`src/rtl/alu181_seq.sv`:
```
// Multi-cycle WIDTH-bit ALU built from one 74181-style 4-bit slice per clock,
// LSB slice first, with the slice carry held in a register between cycles.
module alu181_seq #(
    parameter int WIDTH = 16
) (
    input  logic             clk,
    input  logic             rst,
    input  logic             start,
    input  logic [3:0]       s,
    input  logic             m,
    input  logic             cn_b,
    input  logic             acc_sel,
    input  logic [WIDTH-1:0] a,
    input  logic [WIDTH-1:0] b,
    output logic             busy,
    output logic             done,
    output logic [WIDTH-1:0] f,
    output logic             cn4_b,
    output logic             aeb,
    output logic [WIDTH-1:0] acc
);

    localparam int SLICES = WIDTH / 4;
    localparam int IW     = (SLICES > 1) ? $clog2(SLICES) : 1;

    typedef enum logic [1:0] {
        IDLE = 2'd0,
        RUN  = 2'd1,
        DONE = 2'd2
    } state_t;

    state_t           state;
    logic [WIDTH-1:0] opa;
    logic [WIDTH-1:0] opb;
    logic [WIDTH-1:0] work;
    logic [3:0]       s_r;
    logic             m_r;
    logic             carry_b;
    logic [IW-1:0]    idx;

    logic [IW+1:0]    base;
    logic [3:0]       slice_f;
    logic             slice_cout_b;
    logic [WIDTH-1:0] result;

    // One 74181 slice; returns {cout_b, f[3:0]}. g/p are the active-high
    // generate/propagate derived from E and D (g implies p since both contain A).
    function automatic logic [4:0] slice181(
        input logic [3:0] av,
        input logic [3:0] bv,
        input logic [3:0] sv,
        input logic       mv,
        input logic       cin_b
    );
        logic [3:0] e;
        logic [3:0] d;
        logic [3:0] g;
        logic [3:0] p;
        logic [3:0] c;
        logic [3:0] fv;
        logic       y;
        logic       cout_b;
        e = ~((av & bv & {4{sv[3]}}) | (av & ~bv & {4{sv[2]}}));
        d = ~((~bv & {4{sv[1]}}) | (bv & {4{sv[0]}}) | av);
        g = ~e;
        p = ~d;
        c[0] = ~cin_b;
        c[1] = g[0] | (p[0] & c[0]);
        c[2] = g[1] | (p[1] & g[0]) | (p[1] & p[0] & c[0]);
        c[3] = g[2] | (p[2] & g[1]) | (p[2] & p[1] & g[0]) | (p[2] & p[1] & p[0] & c[0]);
        y = ~(d[3] | (d[2] & e[3]) | (d[1] & e[2] & e[3]) | (d[0] & e[1] & e[2] & e[3]));
        cout_b = ~(y & ~((&e) & cin_b));
        fv = e ^ d ^ (c | {4{mv}});
        return {cout_b, fv};
    endfunction

    assign base = {idx, 2'b00};

    always_comb begin
        {slice_cout_b, slice_f} = slice181(opa[base +: 4], opb[base +: 4], s_r, m_r, carry_b);
        result = work;
        result[base +: 4] = slice_f;
    end

    // Operands are captured only on the accepting edge, so a/b/s/m/cn_b
    // may change freely while an operation is in flight.
    always_ff @(posedge clk or posedge rst) begin
        if (rst) begin
            state   <= IDLE;
            opa     <= '0;
            opb     <= '0;
            work    <= '0;
            s_r     <= '0;
            m_r     <= 1'b0;
            carry_b <= 1'b1;
            idx     <= '0;
            f       <= '0;
            acc     <= '0;
            cn4_b   <= 1'b1;
        end else begin
            case (state)
                IDLE: begin
                    if (start) begin
                        opa     <= acc_sel ? acc : a;
                        opb     <= b;
                        s_r     <= s;
                        m_r     <= m;
                        carry_b <= cn_b;
                        idx     <= '0;
                        work    <= '0;
                        state   <= RUN;
                    end
                end
                RUN: begin
                    work    <= result;
                    carry_b <= slice_cout_b;
                    idx     <= idx + IW'(1);
                    if (idx == IW'(SLICES - 1)) begin
                        f     <= result;
                        acc   <= result;
                        cn4_b <= slice_cout_b;
                        state <= DONE;
                    end
                end
                DONE: begin
                    state <= IDLE;
                end
                default: begin
                    state <= IDLE;
                end
            endcase
        end
    end

    assign busy = (state == RUN);
    assign done = (state == DONE);
    assign aeb  = &f;

endmodule

```
`config.mk`:
```
export PLATFORM = sky130hd
export DESIGN_NAME = alu181_seq
export DESIGN_NICKNAME = d
export VERILOG_FILES = /design/src/rtl/alu181_seq.sv
export SDC_FILE = /design/constraint.sdc
export NUM_CORES = 1
export LEC_CHECK = 0
export ABC_AREA = 1
export ABC_CLOCK_PERIOD_IN_PS = 2300
export CAP_MARGIN = 20
export CORE_ASPECT_RATIO = 0.9
export CORE_UTILIZATION = 30
export DETAILED_ROUTE_END_ITERATION = 6
export PLACE_DENSITY_LB_ADDON = 0.25
export SLEW_MARGIN = 20
export SYNTH_ARGS = -nofsm -noshare
export SYNTH_HDL_FRONTEND = slang
export SYNTH_SLANG_ARGS = --single-unit
```
`constraint.sdc`:
```
create_clock -name clk -period 2.3 [get_ports clk]
set_input_delay 0.46 -clock clk [delete_from_list [all_inputs] [get_ports clk]]
set_output_delay 0.46 -clock clk [all_outputs]
set_load 0.05 [all_outputs]
```
# Word-level counts from Yosys, hierarchy flattened
# Index checks and enable logic that the tools add are counted.
# classes
n_shift	4
reduce_logical	8
n_addsub	2
mux	11
eq_ne	5
bitwise_logic	47
# ops
op	n
$mux 16	2
$pmux 16 s2	1
$shiftx 16x5->4	2
$and 4x4->4	6
$and 1x1->1	17
$bwmux 16	1
$or 4x4->4	4
$reduce_and 16->1	1
$shift 4x6->16 const A	1
$shiftx 4x6->16	1
$not 4->4	3
$or 1x1->1	9
$pmux 2 s2	2
$reduce_and 2->1	4
$xor 4x4->4	2
$mux 2	3
$neg 4->6	1
$not 3->3	2
$eq 2x2->1 const B	2
$not 1->1	4
$reduce_and 4->1	1
$add 2x1->2 const B	1
$eq 2x1->1 const B	1
$logic_not 2->1	1
5 further kinds	5
# word_totals
out_inout_bits	36
reg_bits	75
input_bits	42

# Depth between registers and ports, before layout
# Gate-level depths: netlist of the first run.
# depth
depth_word	16
depth_mapped	18

# Least setup slack after synthesis of the first run
# No wires, ideal clock.
# synth_timing
path_type	register to output
from	reg acc[7] (netlist name)
to	out aeb
path_stages_with_launch	3
arrival_ps	2374
path_buffers	0
slack_ps	-534
t_required_ps	1840
cell_sequence	dfrtp_1 > nand4_1 > nor4_1
# synth_rtl
element	line_no	source
end: declaration	19	output logic aeb,

# Final worst setup path of the first run
# layout_timing
from	reg cn4_b
to	out cn4_b
# layout_rtl
element	line_no	source
start: declaration	18	output logic cn4_b,
start signal: assignment	121	cn4_b <= slice_cout_b;
# No word-level cell between the ends.

==> run summary, run 1 <==
The run finished with clean final reports. The standard cell with the maximum stage delay on the critical path is clkdlybuf4s50_1. TritonCTS created 9 clock buffers. The worst setup slack before clock tree synthesis was 0.189 ns; the post-synthesis to final-layout area growth was 28.3%. The number of global-route vias before repair came out at 3710.

The logs give 3759 for the total via count in the routed design and 1.84 ns for the endpoint required time on the critical path. Setup violations remaining at the end of the flow were counted as 0. The multi-input gate area in the final layout is 1890 um2.

In this run the deepest clock path goes through 2 buffers. The tools report the H-tree level count as 3. Post-CTS repair changed the size of 0 cells. For the pin with the worst max-slew slack, the measured transition is 0.557 ns.

The number of cells on the worst hold path was 2. In the finished design, the share of the clock period the worst path needs comes to 93.1%. The type of the most critical hold path is register to register. By area the synthesized netlist is led by dfrtp_1 (43%), nand2_1 (23%), o21ai_0 (5.2%). The routed via count divided by cell count was 4.69. Walking the worst path, the cells encountered are clkdlybuf4s50_1. Sequential elements use 44.6% of the synthesized area. The clock drives 75 sinks. In this run the clock root is driven by a clkbuf_16.

The count of antenna-violating nets left after detailed routing was 0; the power per cell area was 1570 nW/um2. TritonCTS built the clock tree. The tools report the row count as 40. Synthesis handed over a netlist of 564 instances. Leaving out fill and tap cells, the most frequent cells in the layout are nand2_1 (258), clkdlybuf4s50_1 (75), dfrtp_1 (72), o21ai_0 (44), inv_1 (42). The horizontal die dimension is 127 um, and the count of unique library cells instantiated by Yosys is 34. Among cell families on the critical path, the largest total delay comes from buffers and inverters. Entering global routing, the biggest net connects 76 pins.

The total buffers and inverters traversed by the critical path was 1; the last weighted congestion value of the routability-driven placer was 0.913. The tools report the count of synthesis-stage warnings from yosys as 0. Max-slew violation count: 0.

The post-CTS setup-driven buffer insertion count was 0. Setup repair after global routing left no endpoint under its margin. Max-cap violations in this run came to 0. Across the whole layout, storage elements account for 1880 um2.

The first TritonRoute pass finished after 5 iterations. The worst setup path is of the register to primary output kind. Number of endpoints with negative hold slack in the final report: 0.

Each instance of the synthesized netlist takes up on average 7.47 um2. The later pin in the worst-skew pair is clocked with a latency of 0.34 ns. In the final routed layout, each cell accounts on average for 14.1 um. The area of the die is 14500 um2. The minimum setup slack in the final design was 0.160 ns.

After clock tree synthesis, the clock-pin slew on the worst setup and hold paths is 0.06 ns. Data arrives at the worst endpoint at 1.68 ns. The starting density of the core was 31.2%; the worst clock skew was 0.00562 ns.

The height of the die was 114 um. On the worst path, the slowest cell contributes a delay of 0.80 ns. Of all cell types, the one taking the most synthesized area is dfrtp_1.

The number of synthesized register bits is 75, and the logic depth of the worst setup path including buffers is 1. The most common library cell in the layout ignoring fill and taps was nand2_1. Of the cells placed in the final design, the portion with a size suffix greater than 1 is 10.3%. For this run, the top clock speed supported by timing is 467 MHz.

The total overflow left after global routing is 0. In this run the biggest area consumer among cell types represents 43.4% of the synthesized area. The tools report the setup TNS after final layout as 0 ns. The number of buffers added on ports is 77, and the worst-path maximum fanout is 2.

The worst-case IR drop observed on VDD is 477 uV. Global routing consumed, over all layers together, 16.8% of the routing resources. The number of antenna violations at the first check in global routing is 0, and the core area is 13500 um2. The final cell utilization of the core came out at 40.0%. The final wirelength is 11300 um. Buffers inserted to repair hold after CTS numbered 0. The tools report the cell area after technology mapping as 4210 um2. The first global-routing pass estimated 18900 um of wire. After detailed routing, the number of remaining DRC violations is 0. Fill cells in the final layout number 1382. Headroom to the max-slew limit came out at 62.6%. The wire-length estimate of the detail-placed layout is 8480 um. The run gives 78 as the top-level I/O count.

The tools report the endpoint type of the worst setup path as a primary output. The worst path in the final design needs a cycle of 2.14 ns, including I/O delays and setup. At the end of the flow, the number of nets in the layout was 677. The number of nets in the synthesized netlist is 612.

The number of cells on the worst reg-to-reg path is 8. After the first detailed-routing iteration, the DRC count stood at 433. The repair_antennas step left the layout with diodes totalling 0. In this run the static leakage power is 2.64 nW.

STA classifies the critical path startpoint as a register.
==> worst paths after layout <==
path | startpoint | to | slack [ns]
setup / recovery | cn4_b | cn4_b | 0.16
hold / removal | opb[10] | opb[10] | 0.48
setup reg to reg | idx[0] | acc[8] | 0.21
hold reg to reg | opb[10] | opb[10] | 0.48
max in group asynchronous | rst | cn4_b | 1.40
min in group asynchronous | rst | opb[14] | 0.58
==> area by class of cell <==
type / count / area share [%]
well taps: 168 / 3.89
clock buffers: 11 / 4.68
clock inverters: 5 / 1.39
repair buffers: 92 / 16.7
flip-flops and latches: 75 / 34.8
inverters: 48 / 3.50
multi-input cells: 403 / 35.0
==> per-stage QoR <==
stage	instance area, um2	hold slack (ns)	total power (W)	instances
after floorplan	4220	0.442	0.00576	564
after global placement	5080	0.465	0.00689	786
after detailed placement	5080	0.466	0.00692	786
after CTS	5400	0.481	0.00852	802
after global routing	5410	0.502	0.00915	802
final	5410	0.478	0.00849	802
==> Yosys cell counts, drive strengths merged <==
cell / n
clkinv: 2
nor3: 1
dfstp: 2
o211ai: 6
xnor2: 1
o22ai: 1
nand3b: 2
dfrtp: 73
nand4: 12
o21ai: 56
nand2: 266
xor2: 1
inv: 46
a21oi: 1
nor4: 2
ha: 6
clkbuf: 11
buf: 27
nor2: 10
nand3: 36
o21bai: 1
a21boi: 1
==> sequential cells by signal, summed over array words and instances, names as in the netlist <==
signal   cells
work        16
carry_b      1
state        2
opb         16
cn4_b        1
m_r          1
s_r          4
opa         16
idx          2
acc         16
==> power by group <==
group / total (W) / switching, W / internal [W]
clock network: 0.00156 / 0.000557 / 0.00100
registers: 0.00235 / 0.000452 / 0.00190
logic: 0.00458 / 0.00307 / 0.00150
==> routing by layer <==
metal	vias up	GRT usage [%]	part of all wire, %
met5	-	0	0
met2	113	25.6	44
met3	16	3.93	5.6
met1	1732	23.6	48
li1	1898	-	-
met4	0	5.32	1.7
==> cell families (layout without fill, tap and decap cells) <==
family | count (synthesis) | count (layout) | share of synthesized area, %
and+or+nand+nor | 329 | 329 | 33.5
buffers and inverters | 86 | 156 | 10.6
DFF | 75 | 75 | 44.6
AOI/OAI and AO/OA | 66 | 66 | 8.88
adders and majority gates | 6 | 6 | 1.78
xor gates and xnor gates | 2 | 2 | 0.594
(Power assumes the default switching activity.)
==> run 2: changes to the inputs <==
--- a/config.mk
+++ b/config.mk
@@ -9,6 +9,7 @@
 export ABC_CLOCK_PERIOD_IN_PS = 2300
 export CAP_MARGIN = 20
 export CORE_ASPECT_RATIO = 0.9
+export CORE_MARGIN = 3
 export CORE_UTILIZATION = 30
 export DETAILED_ROUTE_END_ITERATION = 6
 export PLACE_DENSITY_LB_ADDON = 0.25
==> run 2 against run 1 <==
Compared with the run above:
- core utilization down 0.32 points
- final cell count up 2.1%
- combinational power about the same
- non-clock buffer count down 4
- highest routed layer unchanged
- count of clock-buffer cells in the layout unchanged
==> run summary, run 2 (synthesis gave the netlist of run 1 again) <==
The flow ran to the end, and the final reports show no timing, DRC or antenna violations. The clock tree buffer depth was 2; the fraction of final layout cells sized beyond drive strength 1 was 9.68%. The worst setup path is launched from a register. The first global-routing pass estimated 18600 um of wire. The tools report the standby leakage power as 2.60 nW.

For the row count, the log shows 40. The highest ir drop seen on vdd came out at 549 uV. The most common library cell in the layout ignoring fill and taps was nand2_1. The number of buffers added on ports was 77. The height of the die is 118 um, and the final count of negative-setup-slack endpoints is 0. 78 I/O pins were placed.

The critical path goes through clkdlybuf4s50_1. The classification of the worst setup path is register to primary output. For this design the ratio of total power to cell area is 1540 nW/um2.

The analysis attributes to net switching a power of 0.00413 W. Kind of cell adding the most delay to the critical path: buffers and inverters. The tool flagged a number of max-cap violations equal to 0. The final route contains 3793 vias.

The total buffers and inverters traversed by the critical path was 1; the clock share of power was 16.4%. The clock reaches the later pin of the worst-skew pair after 0.33 ns. The number of search-and-repair iterations in the first detailed-routing pass came out at 5. Worst clock skew: 0.00710 ns. The clock tree synthesis step divided the H-tree into 3 levels. The total area inside the core boundary comes to 13600 um2.

The die is 131 um wide. The max-slew violation count came out at 0. The switching fraction of total power is 49.8%, and the part of the cycle the worst path needs is 92.6%. In this run, placement finished with an instance count of 802. Along the worst path, the maximum fanout reaches 2. Global routing used 15.2% of the available tracks across all layers. The count of antenna-violating nets left after detailed routing was 0. The initial utilization of the core area, before any placement, comes to 31.1%. Endpoint type of the worst setup path: a primary output. Setup repair after global routing left no endpoint under its margin. CTS placed an instance of clkbuf_16 at the clock tree root.

Dividing the detail-routed wire length by the instance count gives 14.0 um. The final design area excluding fillers came out at 5380 um2. In this run the register-to-register setup slack is 0.18 ns. The post-layout instance count excluding filler cells is 819. The die covers 15500 um2.

Counting I/O delays and the setup requirement, the final critical path takes 2.13 ns. The pin count of the biggest net entering global routing came out at 76. Leaving out fill and tap cells, the most frequent cells in the layout are nand2_1 (258), clkdlybuf4s50_1 (75), dfrtp_1 (72), o21ai_0 (44), inv_1 (42). The run gives 58.3% as the headroom to the max-slew limit.

Relative to the synthesized area, the layout overhead comes to 27.7%. The logs give 3639 for the number of global-route vias before repair and 0.475 ns for the worst hold margin. The number of DRC markers after the initial detailed-route iteration is 431, and the transition time at the pin with the least slew margin is 0.620 ns.

After clock tree synthesis, the clock-pin slew on the worst setup and hold paths is 0.06 ns. The tools report the total number of nets in the final design as 673. The path class of the tightest hold or removal check is register to register. CTS saw 75 sinks. TritonCTS built the clock tree. The number of endpoints with negative hold slack in the final report came out at 0. The logs give 0.901 for the last weighted congestion value of the routability-driven placer and 0 for the count of hold-fix buffers inserted at cts. After routing, the total negative slack on setup checks comes to 0 ns.

The placed wire-length estimate is 8540 um, and the maximum clock frequency is 470 MHz. Endpoint required time on the critical path: 1.84 ns. The slowest stage of the critical path is the clkdlybuf4s50_1 cell. The internal portion of the total power is 0.00417 W. Data on the critical path arrives at its endpoint at 1.67 ns.

The logs give 28.5% for the sequential cell fraction of total power and 0 for the DRC violation count after routing. The stage delay of the slowest cell on the critical path is 0.80 ns, and the number of clock buffers inserted by TritonCTS is 9. 0 antenna diodes ended up in the layout.

For the final wirelength, the log shows 11500 um. In this run the cell area measured after placement is 5080 um2. The number of antenna violations at the first check in global routing is 0.

The share of total power dissipated in combinational logic is 55.1%. The routed via count divided by cell count came out at 4.63. After global routing the overflow that remains totals 0.
[run 2: cell types whose count changed in the layout (fill, tap and decap cells not counted)]
cell and change:
buf_12 +1, buf_4 -6, buf_6 +1, bufinv_16 -2, clkinv_2 -2, clkinvlp_4 +3
inv_8 +1
[run 2: timing repair]
item | 4_1_cts | 5_1_grt
gates resized for setup | 0 | 3
endpoints found under the setup margin | 0 | 32
buffers inserted | 0 | 1
[run 2: path summary, 6_finish.rpt]
check / startpoint / endpoint / cells after the start
max: cn4_b / cn4_b / 1
min: opb[9] / opb[9] / 2
min in group asynchronous: rst / opb[11] / 3
max reg2reg: idx[0] / acc[0] / 7
max in group asynchronous: rst / opa[15] / 3
min reg2reg: opb[9] / opb[9] / 2
[run 2: power groups by stage]
stage | Sequential (W) | Combinational [W] | Clock [W]
3_5_place_dp | 0.00236 | 0.00452 | 0
6_report | 0.00236 | 0.00457 | 0.00136
5_1_grt | 0.00244 | 0.00508 | 0.00145
2_1_floorplan | 0.00253 | 0.00323 | 0
4_1_cts | 0.00235 | 0.00454 | 0.00138
3_3_place_gp | 0.00236 | 0.00449 | 0
[run 2: metal layers]
layer	vias to the layer above	global-route usage [%]	wire length, um
met3	12	2.49	724
met2	130	22.4	5110
met1	1765	22.4	5500
li1	1886	-	-
met4	0	4.95	167
met5	-	0	0
[run 2: layout make-up]
| class | count | area (um2) |
|---|---|---|
| fill | 1397 | 8180 |
| multi-input combinational | 403 | 1890 |
| sequential | 75 | 1880 |
| timing repair buffer | 88 | 890 |
| clock buffer | 11 | 253 |
| tap | 189 | 236 |
| inverter | 48 | 191 |
| clock inverter | 5 | 36.3 |
[run 2: metrics by stage]
step / util [%] / setup slack (ns) / power (W)
floorplan: - / 0.00406 / 0.00576
global placement: 37.4 / 0.101 / 0.00685
detailed placement: 37.4 / 0.0487 / 0.00688
CTS: 39.6 / 0.0408 / 0.00828
global route: 39.7 / 0.00294 / 0.00896
finish: 39.7 / 0.171 / 0.00829
